$ cat config.mk
export PLATFORM = sky130hd
export DESIGN_NAME = spi_byte_master_flat
export DESIGN_NICKNAME = d
export VERILOG_FILES = /design/src/rtl/spi_byte_master_pkg.sv /design/src/rtl/spi_byte_master_if.sv /design/src/rtl/spi_byte_master_tick_gen.sv /design/src/rtl/spi_byte_master.sv /design/src/flat_wrapper.sv
export SDC_FILE = /design/constraint.sdc
export NUM_CORES = 1
export LEC_CHECK = 0
export CORE_MARGIN = 3
export CORE_UTILIZATION = 52
export CTS_CLUSTER_DIAMETER = 80
export DETAILED_ROUTE_END_ITERATION = 16
export PLACE_DENSITY = 0.81
export SETUP_SLACK_MARGIN = 0.4
export SLEW_MARGIN = 20
export SYNTH_ARGS = -nofsm -noshare
export SYNTH_HDL_FRONTEND = slang
export SYNTH_SLANG_ARGS = --single-unit
$ cat constraint.sdc
create_clock -name cpu_clock -period 2.05 [get_ports cpu_clock]
set_input_delay 0.41 -clock cpu_clock [delete_from_list [all_inputs] [get_ports cpu_clock]]
set_output_delay 0.41 -clock cpu_clock [all_outputs]
set_load 0.1 [all_outputs]
$ cat src/rtl/spi_byte_master_pkg.sv
// Shared definitions for the byte-wide SPI master channels (SD, MC, MD).
//   spi_state_e   : transfer FSM states
//   SPI_NBITS     : default bits per transfer
//   SPI_MOSI_IDLE : default mosi level between transfers
package neogs_spi_pkg;

  typedef enum logic {
    StIdle,
    StXfer
  } spi_state_e;

  localparam int unsigned SPI_NBITS     = 8;
  localparam logic        SPI_MOSI_IDLE = 1'b1;

endpackage

$ cat src/rtl/spi_byte_master_if.sv
// CPU-side strobe/data plus SPI pins of one SPI master channel.
//   start/din/halfspeed : transfer request from the port decoder
//   dout/busy/done      : result and status back to the port decoder
//   sck/mosi/miso       : SPI mode 0 pins
// Modports: master = the SPI master block, slave = its environment.
interface spi_byte_master_if
  import neogs_spi_pkg::*;
#(
  parameter int unsigned NBITS = SPI_NBITS
);
  logic             start;
  logic [NBITS-1:0] din;
  logic             halfspeed;
  logic [NBITS-1:0] dout;
  logic             busy;
  logic             done;
  logic             sck;
  logic             mosi;
  logic             miso;

  modport master (
    input  start, din, halfspeed, miso,
    output dout, busy, done, sck, mosi
  );

  modport slave (
    output start, din, halfspeed, miso,
    input  dout, busy, done, sck, mosi
  );
endinterface

$ cat src/rtl/spi_byte_master_tick_gen.sv
// Half-period tick generator for spi_byte_master.
//   cpu_clock : sole clock
//   rst       : synchronous active-high reset
//   i_clear   : restart the prescaler (transfer launch)
//   i_half    : latched halfspeed; 0 = tick every cycle, 1 = every 2nd cycle
//   o_tick    : one SCK half-period has elapsed this cycle
module spi_tick_gen (
  input  logic cpu_clock,
  input  logic rst,
  input  logic i_clear,
  input  logic i_half,
  output logic o_tick
);

  logic r_pre;

  always_ff @(posedge cpu_clock) begin
    if (rst || i_clear) begin
      r_pre <= 1'b0;
    end else begin
      r_pre <= ~r_pre;
    end
  end

  // After a clear the first half-speed tick lands on the second cycle.
  assign o_tick = ~i_half | r_pre;

endmodule

$ cat src/rtl/spi_byte_master.sv
// Z80-facing SPI master, one instance per channel (SD, MC, MD).
// Shifts din out MSB-first in SPI mode 0 while shifting a byte in from miso;
// the received byte appears on dout together with a one-cycle done pulse.
//   cpu_clock : sole clock
//   rst       : synchronous active-high reset
//   bus       : spi_byte_master_if.master (start/din/halfspeed in, dout/busy/done out,
//               sck/mosi out, miso in)
// Optional build macro SPI_START_QUEUE_EN: one-deep pending buffer for a start
// arriving while busy; launched the cycle after done. Without it such starts are dropped.
module spi_byte_master
  import neogs_spi_pkg::*;
#(
  parameter int unsigned NBITS     = SPI_NBITS,
  parameter logic        MOSI_IDLE = SPI_MOSI_IDLE
) (
  input logic              cpu_clock,
  input logic              rst,
  spi_byte_master_if.master bus
);

  localparam int unsigned CntW = (NBITS > 1) ? $clog2(NBITS) : 1;

  spi_state_e       r_state;
  logic [CntW-1:0]  r_bit_cnt;
  logic [NBITS-1:0] r_tx;
  logic [NBITS-1:0] r_rx;
  logic [NBITS-1:0] r_dout;
  logic             r_sck;
  logic             r_mosi;
  logic             r_busy;
  logic             r_done;
  logic             r_half;

  logic             w_tick;
  logic             w_last;
  logic             w_launch;
  logic [NBITS-1:0] w_launch_din;
  logic             w_launch_half;
  logic             w_hold_busy;

`ifdef SPI_START_QUEUE_EN
  logic             r_pend_vld;
  logic [NBITS-1:0] r_pend_din;
  logic             r_pend_half;
`endif

  spi_tick_gen u_tick_gen (
    .cpu_clock (cpu_clock),
    .rst       (rst),
    .i_clear   (w_launch),
    .i_half    (r_half),
    .o_tick    (w_tick)
  );

  always_comb begin
    w_last = (r_bit_cnt == CntW'(NBITS - 1));
`ifdef SPI_START_QUEUE_EN
    // A pending request takes priority; a start seen now is then queued behind it.
    w_launch      = (r_state == StIdle) && (r_pend_vld || bus.start);
    w_launch_din  = r_pend_vld ? r_pend_din  : bus.din;
    w_launch_half = r_pend_vld ? r_pend_half : bus.halfspeed;
    // Keep busy through the done cycle if another transfer is already lined up.
    w_hold_busy   = r_pend_vld || bus.start;
`else
    w_launch      = (r_state == StIdle) && bus.start;
    w_launch_din  = bus.din;
    w_launch_half = bus.halfspeed;
    w_hold_busy   = 1'b0;
`endif
  end

  always_ff @(posedge cpu_clock) begin
    if (rst) begin
      r_state   <= StIdle;
      r_bit_cnt <= '0;
      r_tx      <= '0;
      r_rx      <= '0;
      r_dout    <= '1;
      r_sck     <= 1'b0;
      r_mosi    <= MOSI_IDLE;
      r_busy    <= 1'b0;
      r_done    <= 1'b0;
      r_half    <= 1'b0;
    end else begin
      r_done <= 1'b0;
      if (w_launch) begin
        r_state   <= StXfer;
        r_busy    <= 1'b1;
        r_sck     <= 1'b0;
        r_bit_cnt <= '0;
        r_mosi    <= w_launch_din[NBITS-1];
        r_tx      <= w_launch_din << 1;
        r_half    <= w_launch_half;
      end else if ((r_state == StXfer) && w_tick) begin
        if (!r_sck) begin
          // Rising edge: sample miso.
          r_sck <= 1'b1;
          r_rx  <= (r_rx << 1) | NBITS'(bus.miso);
        end else begin
          // Falling edge: advance mosi, or finish after the last bit.
          r_sck <= 1'b0;
          if (w_last) begin
            r_state <= StIdle;
            r_dout  <= r_rx;
            r_done  <= 1'b1;
            r_mosi  <= MOSI_IDLE;
            r_busy  <= w_hold_busy;
          end else begin
            r_bit_cnt <= r_bit_cnt + CntW'(1);
            r_mosi    <= r_tx[NBITS-1];
            r_tx      <= r_tx << 1;
          end
        end
      end
    end
  end

`ifdef SPI_START_QUEUE_EN
  always_ff @(posedge cpu_clock) begin
    if (rst) begin
      r_pend_vld  <= 1'b0;
      r_pend_din  <= '0;
      r_pend_half <= 1'b0;
    end else if (r_state == StXfer) begin
      if (bus.start) begin
        r_pend_vld  <= 1'b1;
        r_pend_din  <= bus.din;
        r_pend_half <= bus.halfspeed;
      end
    end else if (r_pend_vld) begin
      // Pending request launches now; a start in this cycle refills the buffer.
      r_pend_vld <= bus.start;
      if (bus.start) begin
        r_pend_din  <= bus.din;
        r_pend_half <= bus.halfspeed;
      end
    end
  end
`endif

  assign bus.dout = r_dout;
  assign bus.busy = r_busy;
  assign bus.done = r_done;
  assign bus.sck  = r_sck;
  assign bus.mosi = r_mosi;

endmodule

$ cat src/flat_wrapper.sv
// flat-port wrapper written by rule: the top's interface ports become plain ports
module spi_byte_master_flat import neogs_spi_pkg::*;
#(
  parameter int unsigned NBITS     = SPI_NBITS,
  parameter logic        MOSI_IDLE = SPI_MOSI_IDLE
)
  (cpu_clock, rst, bus_start, bus_din, bus_halfspeed, bus_miso, bus_dout, bus_busy, bus_done, bus_sck, bus_mosi);
  spi_byte_master_if #(.NBITS(NBITS)) bus_i ();
  input logic cpu_clock;
  input logic rst;
  input wire logic [$bits(bus_i.start)-1:0] bus_start;
  input wire logic [$bits(bus_i.din)-1:0] bus_din;
  input wire logic [$bits(bus_i.halfspeed)-1:0] bus_halfspeed;
  input wire logic [$bits(bus_i.miso)-1:0] bus_miso;
  output wire logic [$bits(bus_i.dout)-1:0] bus_dout;
  output wire logic [$bits(bus_i.busy)-1:0] bus_busy;
  output wire logic [$bits(bus_i.done)-1:0] bus_done;
  output wire logic [$bits(bus_i.sck)-1:0] bus_sck;
  output wire logic [$bits(bus_i.mosi)-1:0] bus_mosi;
  assign bus_i.start = bus_start;
  assign bus_i.din = bus_din;
  assign bus_i.halfspeed = bus_halfspeed;
  assign bus_i.miso = bus_miso;
  assign bus_dout = bus_i.dout;
  assign bus_busy = bus_i.busy;
  assign bus_done = bus_i.done;
  assign bus_sck = bus_i.sck;
  assign bus_mosi = bus_i.mosi;
  spi_byte_master #(.NBITS(NBITS), .MOSI_IDLE(MOSI_IDLE)) u_core (.cpu_clock(cpu_clock), .rst(rst), .bus(bus_i));
endmodule
==> run_results.csv <==
group,metric,value,unit
floorplanning,die_h,59.5,um
setup_path,crit_cells,4,
sta,tns,0,ns
setup_path,crit_path_max_fanout,7,
setup_path,path_cells,"ha_1, ha_2, or4_1, a21oi_1",
grt,grt_max_degree,32,
setup_path,r2r_cells,4,
yosys,synth_top_area_share,43.1,%
setup_path,start_kind,"flip-flop",
clock_tree,cts_buffers,5,
clock_tree,hold_buffers,0,
yosys,synth_cell_types,30,
clock_tree,ctsResizeCount,0,
yosys,synth_common_cells,"dfxtp_1 (32), a21oi_1 (22), o31ai_1 (18)",
detailed_routing,wire_per_inst,17.2,um
worst_hold_path,hold-path-cell-count,1,
grt,grt.overflow.total,0,
clock_tree,cts_tree,"yes",
detailed_routing,met3_wirelength,264,um
yosys,synth_area,1490,um2
detailed_routing,viasPerCell,6.61,
detailed_routing,drt_iter0_markers,81,
sta,grt_setup_unrepaired,"no",
sta,period_share,74.9,%
floorplanning,die_width,59.5,um
yosys,netlist_top_cells_area,"dfxtp_1 (43%), o31ai_1 (9.1%), a21oi_1 (7.4%)",
finish,nets,196,
finish,area_growth,18.4,%
sta,hold_viol,0,
yosys,synth-seq-area-share,43.1,%
clock_tree,path_clk_slew,0.10,ns
setup_path,cp.buffers_inverters,0,
setup_path,critPathTopFamily,"simple AND/OR/NAND/NOR gates",
sta,max_freq,0.652,GHz
setup_path,crit_type,"flip-flop to flip-flop",
flow_run,maxCapViolCount,0,
clock_tree,ctsLongestPathBuffers,2,
floorplanning,io_pins,25,
yosys,yosysWarnings,0,
setup_path,cp-end-kind,"flip-flop",
detailed_routing,wl_met2,1.63,mm
clock_tree,root_buffer,"clkbuf_4",
sta,clock_skew,0.00458,ns
setup_path,cp.arrival,1.80,ns
sta,drv_slew,0,
pwr,leakage,0.620,nW
status,status,"complete, no violations",
detailed_routing,wl_met1,1.63,mm
setup_path,worst_path_max_delay_cell,"or4_1",
finish,drive_above_1_share,20.4,%
floorplanning,initial_core_util,57.4,%
detailed_routing,first_pass_iters,4,
pwr,power_density,690,nW/um2
detailed_routing,routed_wl,3.63,mm
sta,setup_viol,0,
grt,grt_util_all_layers,22.7,%
floorplanning,dieArea,3540,um2
floorplanning,rows,18,
setup_path,cpPeakStageDelay,0.51,ns
place,dpl.hpwl,2.28,mm
yosys,yosysMostFrequentCell,"dfxtp_1",
yosys,ys_ff_latch,32,
yosys,synthFlopType,"dfxtp_1",
clock_tree,cts_sinks,32,
yosys,synth_nets,178,
finish,fillers,218,
sta,period_needed,1.53,ns
grt,antenna_found_initial,0,
grt,grt_pass1_wl,6.07,mm
pwr,vdd_drop_max,0.515,mV
yosys,avgSynthCellArea,9.18,um2
yosys,syn_inst,162,
sta,slew_headroom,51.1,%
sta,worst_pin_slew,0.732,ns
place,place_congestion,0.807,
detailed_routing,drc_errors,0,
worst_hold_path,worstHoldPathType,"flip-flop to flip-flop",
detailed_routing,antenna_left,0,
place,io_buffers,24,
finish,finalNonFillerCells,211,
finish,antenna_cells,0,
yosys,synth_edf_count,0,
floorplanning,core_region_area,2590,um2
clock_tree,htree_levels,2,
yosys,async_flop_share,0,%
clock_tree,clock_latency,0.33,ns
grt,grt_pass1_vias,1334,
clock_tree,cts_setup_buffers,0,
detailed_routing,num_vias,1395,
setup_path,worstPathRequired,2.32,ns
place,place_inst,203,
detailed_routing,maxUsedRoutingLayer,"met4",
yosys,synth.largest_area_cell,"dfxtp_1",
## kinds of logic after synthesis
family          synth area share, %
buf+inv                        8.33
compound gates                 30.1
fa+ha+maj                      2.53
flops                          43.1
simple gates                   16.0
## flip-flops by register name, indices dropped and copies added (netlist names)
name and flops:
u_core.u_tick_gen.r_pre 1, u_core.bus.sck 1, u_core.r_state 1, u_core.r_rx 8
u_core.r_bit_cnt 3, u_core.r_tx 7, u_core.bus.done 1, u_core.bus.dout 8
u_core.bus.mosi 1, u_core.r_half 1
## routing by layer
metal	up-vias	track usage (%)
met4	0	13.3
met5	-	0
met3	13	5.23
met2	61	34.2
met1	656	29.4
li1	665	-
## worst paths after layout
check                           slack (ns)                     from                       to
worst max register to register        0.52      u_core.r_bit_cnt[0]      u_core.r_bit_cnt[0]
worst min-delay path                  0.48  u_core.u_tick_gen.r_pre  u_core.u_tick_gen.r_pre
worst min register to register        0.48  u_core.u_tick_gen.r_pre  u_core.u_tick_gen.r_pre
worst max-delay path                  0.52      u_core.r_bit_cnt[0]      u_core.r_bit_cnt[0]
## cell usage in the layout, fill, tap and decap left out, types with 2 or more instances in the layout
| master | netlist | final |
|---|---|---|
| a31oi_1 | 8 | 8 |
| clkdlybuf4s50_1 | 0 | 12 |
| dfxtp_1 | 32 | 30 |
| a41oi_1 | 6 | 6 |
| dfxtp_2 | 0 | 2 |
| ha_1 | 3 | 2 |
| nand4_1 | 2 | 2 |
| inv_1 | 2 | 2 |
| inv_2 | 2 | 2 |
| o31ai_1 | 18 | 18 |
| a21oi_1 | 22 | 22 |
| clkinv_2 | 0 | 2 |
| clkbuf_4 | 0 | 5 |
| o21ai_1 | 7 | 7 |
| nor2_1 | 2 | 2 |
| nand2_1 | 3 | 3 |
| nor4_1 | 9 | 9 |
| buf_12 | 0 | 2 |
| buf_4 | 5 | 15 |
| nand4b_1 | 8 | 8 |
| o21ai_0 | 8 | 8 |
## where the power goes
group          switching [W]  total (W)  internal [W]
Clock               0.000220   0.000383      0.000163
Sequential         0.0000256   0.000668      0.000642
Combinational      0.0000990   0.000165     0.0000655
## metrics by stage
step | setup WS [ns] | instance area, um2 | hold slack (ns) | utilization [%] | total power, W
floorplan | 0.496 | 1490 | 0.441 | - | 0.000789
global placement | 0.446 | 1690 | 0.453 | 65.3 | 0.000839
detailed placement | 0.431 | 1690 | 0.461 | 65.3 | 0.000843
CTS | 0.410 | 1750 | 0.478 | 67.6 | 0.00122
global route | 0.422 | 1760 | 0.495 | 68.0 | 0.00126
finish | 0.515 | 1760 | 0.480 | 68.0 | 0.00122
## worst reg2reg max path, cell delays in order, from the launching register on
cell	delay (ns)
dfxtp_1	0.34
ha_1	0.22
ha_2	0.24
or4_1	0.52
a21oi_1	0.15
## final cells by class
type / count / area (um2) / area share (%)
Tap cell: 30 / 37.5 / 2.13
Timing Repair Buffer: 29 / 273 / 15.5
Multi-Input combinational cell: 108 / 731 / 41.5
Inverter: 4 / 15.0 / 0.853
Clock buffer: 6 / 51.3 / 2.91
Sequential cell: 32 / 643 / 36.5
Clock inverter: 2 / 10.0 / 0.569
Power figures use the tool's default switching activity.
==> variant 1: new RTL, same flow settings <==
Build with the macro `SPI_START_QUEUE_EN` defined.
--- a/src/rtl/spi_byte_master.sv
+++ b/src/rtl/spi_byte_master.sv
@@ -7,6 +7,8 @@
 //               sck/mosi out, miso in)
 // Optional build macro SPI_START_QUEUE_EN: one-deep pending buffer for a start
 // arriving while busy; launched the cycle after done. Without it such starts are dropped.
+`define SPI_START_QUEUE_EN
+
 module spi_byte_master
   import neogs_spi_pkg::*;
 #(
Check against the original RTL: no difference found for any inputs over 10 cycles, from zero or initial values and one cycle with rst high; that may be too few to reach the edited logic, so the function may still have changed.
==> variant 1 against the unedited design <==
Global-route usage rose by 0.074 points. First-iteration DRC count rose by 120%. Worst setup slack got worse by 0.073 ns. Count of clock-buffer cells in the layout rose by 2. Area after synthesis rose by 34%. Non-clock buffer count rose by 10. Routed wire length rose by 30%. Largest power group unchanged. Via count rose by 27%. Sequential share of layout area fell by 0.44 points. Total power rose by 45%. Design area rose by 37%. Sequential cell count rose by 11. Highest routed layer unchanged.
==> variant 1: results (changes against the unedited design) <==
| Metric | Value |
|---|---|
| Status | `finished, final reports clean` |
| Vias in the first global route | `1,647 (+23%)` |
| Crit path DAT | `1.79 ns` |
| Fin nets | `262 (+34%)` |
| Asr flop ratio synth | `0% (unchanged)` |
| Layout cells sized above 1 | `20.65% (+0.21 points)` |
| Final cell count without fillers | `293 (+39%)` |
| First-pass GRT wire length | `7948 um (+31%)` |
| Clock latency on the worst-skew pair | `0.29 ns (-0.04 ns)` |
| Vias per Instance | `6.038 (-8.7%)` |
| HPWL after DPL | `2962 um (+30%)` |
| Setup slack at placement | `0.1898 ns (-0.2407 ns)` |
| Initial DRC count | `177 (+120%)` |
| P_sw | `0.4697 mW (+36%)` |
| Final Skew | `0.005187 ns (+0.0006102 ns)` |
| Share of the yosys chip area belonging to registers | `43.38% (+0.28 points)` |
| Largest net degree at the start of global routing | `31 (-3.1%)` |
| Syn_nets | `239 (+34%)` |
| Maximum vdd drop | `687.3 uV (+34%)` |
| RePlAce Congestion | `0.7970 (-1.2%)` |
| Tot GR Track Use | `22.75% (+0.074 points)` |
| Clock Root Buffer | `clkbuf_8` |
| Starting Density | `56.78% (-0.61 points)` |
| Netlist cell types | `36 (+20%)` |
| Ranking of synthesized cells by area | `dfxtp_1 (43%), a21oi_1 (5.3%), mux2i_1 (5.0%)` |
| Worst slew margin | `55.50% (+4.4 points)` |
| Mapped Cells | `223 (+38%)` |
| WL final | `4705 um (+30%)` |
| Clk slew on worst S/H paths | `0.08 ns (-0.02 ns)` |
| Post-DRT Antenna Nets | `0 (unchanged)` |
| Post-synth top cells | `dfxtp_1 (43), a21oi_1 (21), o21ai_0 (15), buf_2 (13), nor2_1 (11)` |
| Pleak | `0.8729 nW (+41%)` |
| Worst-path fanout max | `30 (+23)` |
| Placed cells | `279 (+37%)` |
variant 1: through the flow:
| step | instance area [um2] | util (%) |
|---|---|---|
| after floorplan | 2001 | - |
| after global placement | 2226 | 63.70 |
| after detailed placement | 2226 | 63.70 |
| after CTS | 2333 | 66.77 |
| after global routing | 2406 | 68.85 |
| final | 2406 | 68.85 |
variant 1: timing repair:
item,4_1_cts,5_1_grt
cloned,0,1
hold buffers,0,0
pin swaps,0,4
buffers inserted,1,4
endpoints found under the setup margin,1,20
gates resized for setup,0,10
variant 1: worst max-delay path, stage by stage, from the launching register on:
cell and delay, ns:
dfxtp_1 0.44, nor2b_4 0.18, or4_1 0.50, a311o_1 0.37
variant 1: metal layers:
layer  track usage (%)  up-vias  wire [um]
li1                  -      878          -
met1             31.37      847       2275
met2             35.24       35       2155
met3             4.659        9        204
met4             7.692        0         70
met5                 0        -          0
variant 1: path summary, 6_finish.rpt:
check | startpoint | endpoint | slack (ns) | depth (start not counted)
min reg2reg | u_core.r_rx[0] | u_core.r_rx[1] | 0.48 | 2
max | u_core.u_tick_gen.r_pre | u_core.bus.mosi | 0.44 | 3
min | u_core.r_rx[0] | u_core.r_rx[1] | 0.48 | 2
max reg2reg | u_core.u_tick_gen.r_pre | u_core.bus.mosi | 0.44 | 3
variant 1: layout make-up:
type	instances	area [um2]
multi-input combinational	153	1035
fill	283	1089
timing repair inverter	1	7.507
inverter	3	15.01
tap	46	57.56
sequential	43	868.3
timing repair buffer	39	322.8
clock buffer	8	100.1
variant 1: kinds of logic after synthesis:
logic type                 after synthesis  share of synthesized area [%]
AOI/OAI and AO/OA                       72                          22.89
buffers and inverters                   27                          6.494
and+or+nand+nor                         67                          19.74
DFF                                     43                          43.38
adders and majority gates                3                          1.892
muxes                                   11                          5.612
variant 1: power by group through the flow:
stage | Clock, mW | Combinational [mW] | Sequential [mW]
floorplan | 0 | 0.153 | 0.950
global placement | 0 | 0.251 | 0.923
detailed placement | 0 | 0.254 | 0.923
CTS | 0.591 | 0.255 | 0.905
global route | 0.639 | 0.287 | 0.911
finish | 0.587 | 0.265 | 0.905
==> variant 2: new RTL, same settings <==
Without the edit above. Set the package constant `SPI_NBITS` to 16 (it was 8).
--- a/src/rtl/spi_byte_master_pkg.sv
+++ b/src/rtl/spi_byte_master_pkg.sv
@@ -9,7 +9,7 @@
     StXfer
   } spi_state_e;
 
-  localparam int unsigned SPI_NBITS     = 8;
+  localparam int unsigned SPI_NBITS     = 16;
   localparam logic        SPI_MOSI_IDLE = 1'b1;
 
 endpackage
Interface: changed (resized bus_din and bus_dout); port bits go from 25 to 41. No check against the original RTL was run, so the function may have changed too.
==> variant 2 against the unedited design <==
Combinational power grew 72%. Via count grew 44%. Clock power grew to 2.8 times the old value. Clock skew grew 0.0034 ns. Count of clock-buffer cells in the layout grew 5. Design area grew 80%. Synthesized cell count grew 66%. Worst setup slack lost 0.12 ns. Critical path depth grew 3. Routed wire length grew 52%. Area after synthesis grew 53%. Total power grew 110%. Sequential cell count grew 25. Die area grew 47%. Critical endpoint is now u_core.bus.mosi. Largest cell class unchanged.
==> variant 2: results (changes against the unedited design) <==
| Metric | Value |
|---|---|
| Status | `finished, final reports clean` |
| Netlist cell types | `25 (-17%)` |
| Vias in the first global route | `1,804 (+35%)` |
| Clk slew on worst S/H paths | `0.07 ns (-0.03 ns)` |
| Met2 WL | `2770 um (+70%)` |
| Share of the yosys chip area belonging to registers | `50.05% (+7.0 points)` |
| Top layer in use | `met4` |
| RePlAce Congestion | `0.6891 (-15%)` |
| Vias per Instance | `5.396 (-18%)` |
| Synth Area in Compound Gates | `14.98% (-15 points)` |
| Maximum vdd drop | `574.9 uV (+12%)` |
| DP Area | `0.002679 mm2 (+58%)` |
| Worst slew margin | `62.25% (+11 points)` |
| Cell family with most CP delay | `simple AND/OR/NAND/NOR gates` |
| WL/cell | `14.84 um (-14%)` |
| Final Skew | `0.007937 ns (+0.003360 ns)` |
| CTS Buffer Depth | `2 (unchanged)` |
| Post-synthesis mux area share | `0.4391% (+0.44 points)` |
| Largest net degree at the start of global routing | `41 (+28%)` |
| Ranking of synthesized cells by area | `dfxtp_1 (50%), nand2_1 (12%), a2111oi_2 (9.2%)` |
| Mapped Cells | `269 (+66%)` |
| M1 wire length | `2424 um (+49%)` |
| Syn_nets | `291 (+63%)` |
| Post-synthesis xor/xnor area fraction | `0.3842% (+0.38 points)` |
| Fin nets | `338 (+72%)` |
| Delay of the slowest cell on the worst path | `0.43 ns (-0.08 ns)` |
| Met3 WL | `224 um (-15%)` |
| YS warnings | `0 (unchanged)` |
| Setup slack at placement | `0.2291 ns (-0.2014 ns)` |
| Placed cells | `346 (+70%)` |
| CTS buffer count | `9 (+4)` |
| WL final | `5504 um (+52%)` |
| Crit path DAT | `1.87 ns (+0.07 ns)` |
| Pleak | `1.244 nW (+100%)` |
| Worst-path fanout max | `7 (unchanged)` |
| Initial DRC count | `174 (+110%)` |
| Clock Root Buffer | `clkbuf_8` |
| Worst Hold Class | `register to register` |
| HPWL after DPL | `2988 um (+31%)` |
| IO Port Bufs | `40 (+67%)` |
| Layout cells sized above 1 | `26.79% (+6.3 points)` |
| Slowest CP cell | `or3b_4` |
| Post-synth top cells | `nand2_1 (70), dfxtp_1 (57), nor2_1 (48), a21oi_1 (22), nand3b_1 (16)` |
| Post-Synth Adder-Cell Area | `0.5488% (-2.0 points)` |
| Htree depth | `3 (+1)` |
| First-pass GRT wire length | `8355 um (+38%)` |
| Tot GR Track Use | `20.57% (-2.1 points)` |
## variant 2: cell families after synthesis
kind of cell	count (synthesis)
compound gates	40
xor+xnor	1
fa+ha+maj	1
buf+inv	20
flops	57
mux	1
simple gates	149
## variant 2: metal layers
metal	track usage, %	vias up
met3	7.202	9
met5	0	-
met1	27.12	963
met4	6.889	0
met2	31.45	38
li1	-	992
## variant 2: where the power goes
group	switching, mW	internal (mW)
registers	0.0309	1.14
clock network	0.452	0.628
logic	0.158	0.125
total	0.641	1.90
## variant 2: cell type report
class	count	area, um2
flip-flops and latches	57	1151
fillers	293	945.9
clock buffers	11	152.6
multi-input cells	192	1210
inverters	1	3.754
repair buffers	55	536.8
clock inverters	5	52.55
well taps	50	62.56
## variant 2: repair_timing
item | in CTS | in global routing
cloned | 1 | 1
endpoints found under the setup margin | 33 | 34
gates resized for setup | 7 | 25
pin swaps | 3 | 9
buffers inserted | 5 | 2
hold buffers | 0 | 0
## variant 2: worst register-to-register path, stage by stage, from the launching register on
cell and delay, ns:
dfxtp_2 0.34, ha_4 0.17, nand3_4 0.08, or3b_4 0.43, buf_12 0.15, clkbuf_16 0.16
o22ai_2 0.11, o21ai_1 0.09
## variant 2: path summary, 6_finish.rpt
path / from / to / slack, ns / depth (start not counted)
setup / recovery: u_core.r_bit_cnt[1] / u_core.bus.mosi / 0.40 / 7
hold / removal: u_core.u_tick_gen.r_pre / u_core.u_tick_gen.r_pre / 0.46 / 1
setup reg to reg: u_core.r_bit_cnt[1] / u_core.bus.mosi / 0.40 / 7
hold reg to reg: u_core.u_tick_gen.r_pre / u_core.u_tick_gen.r_pre / 0.46 / 1
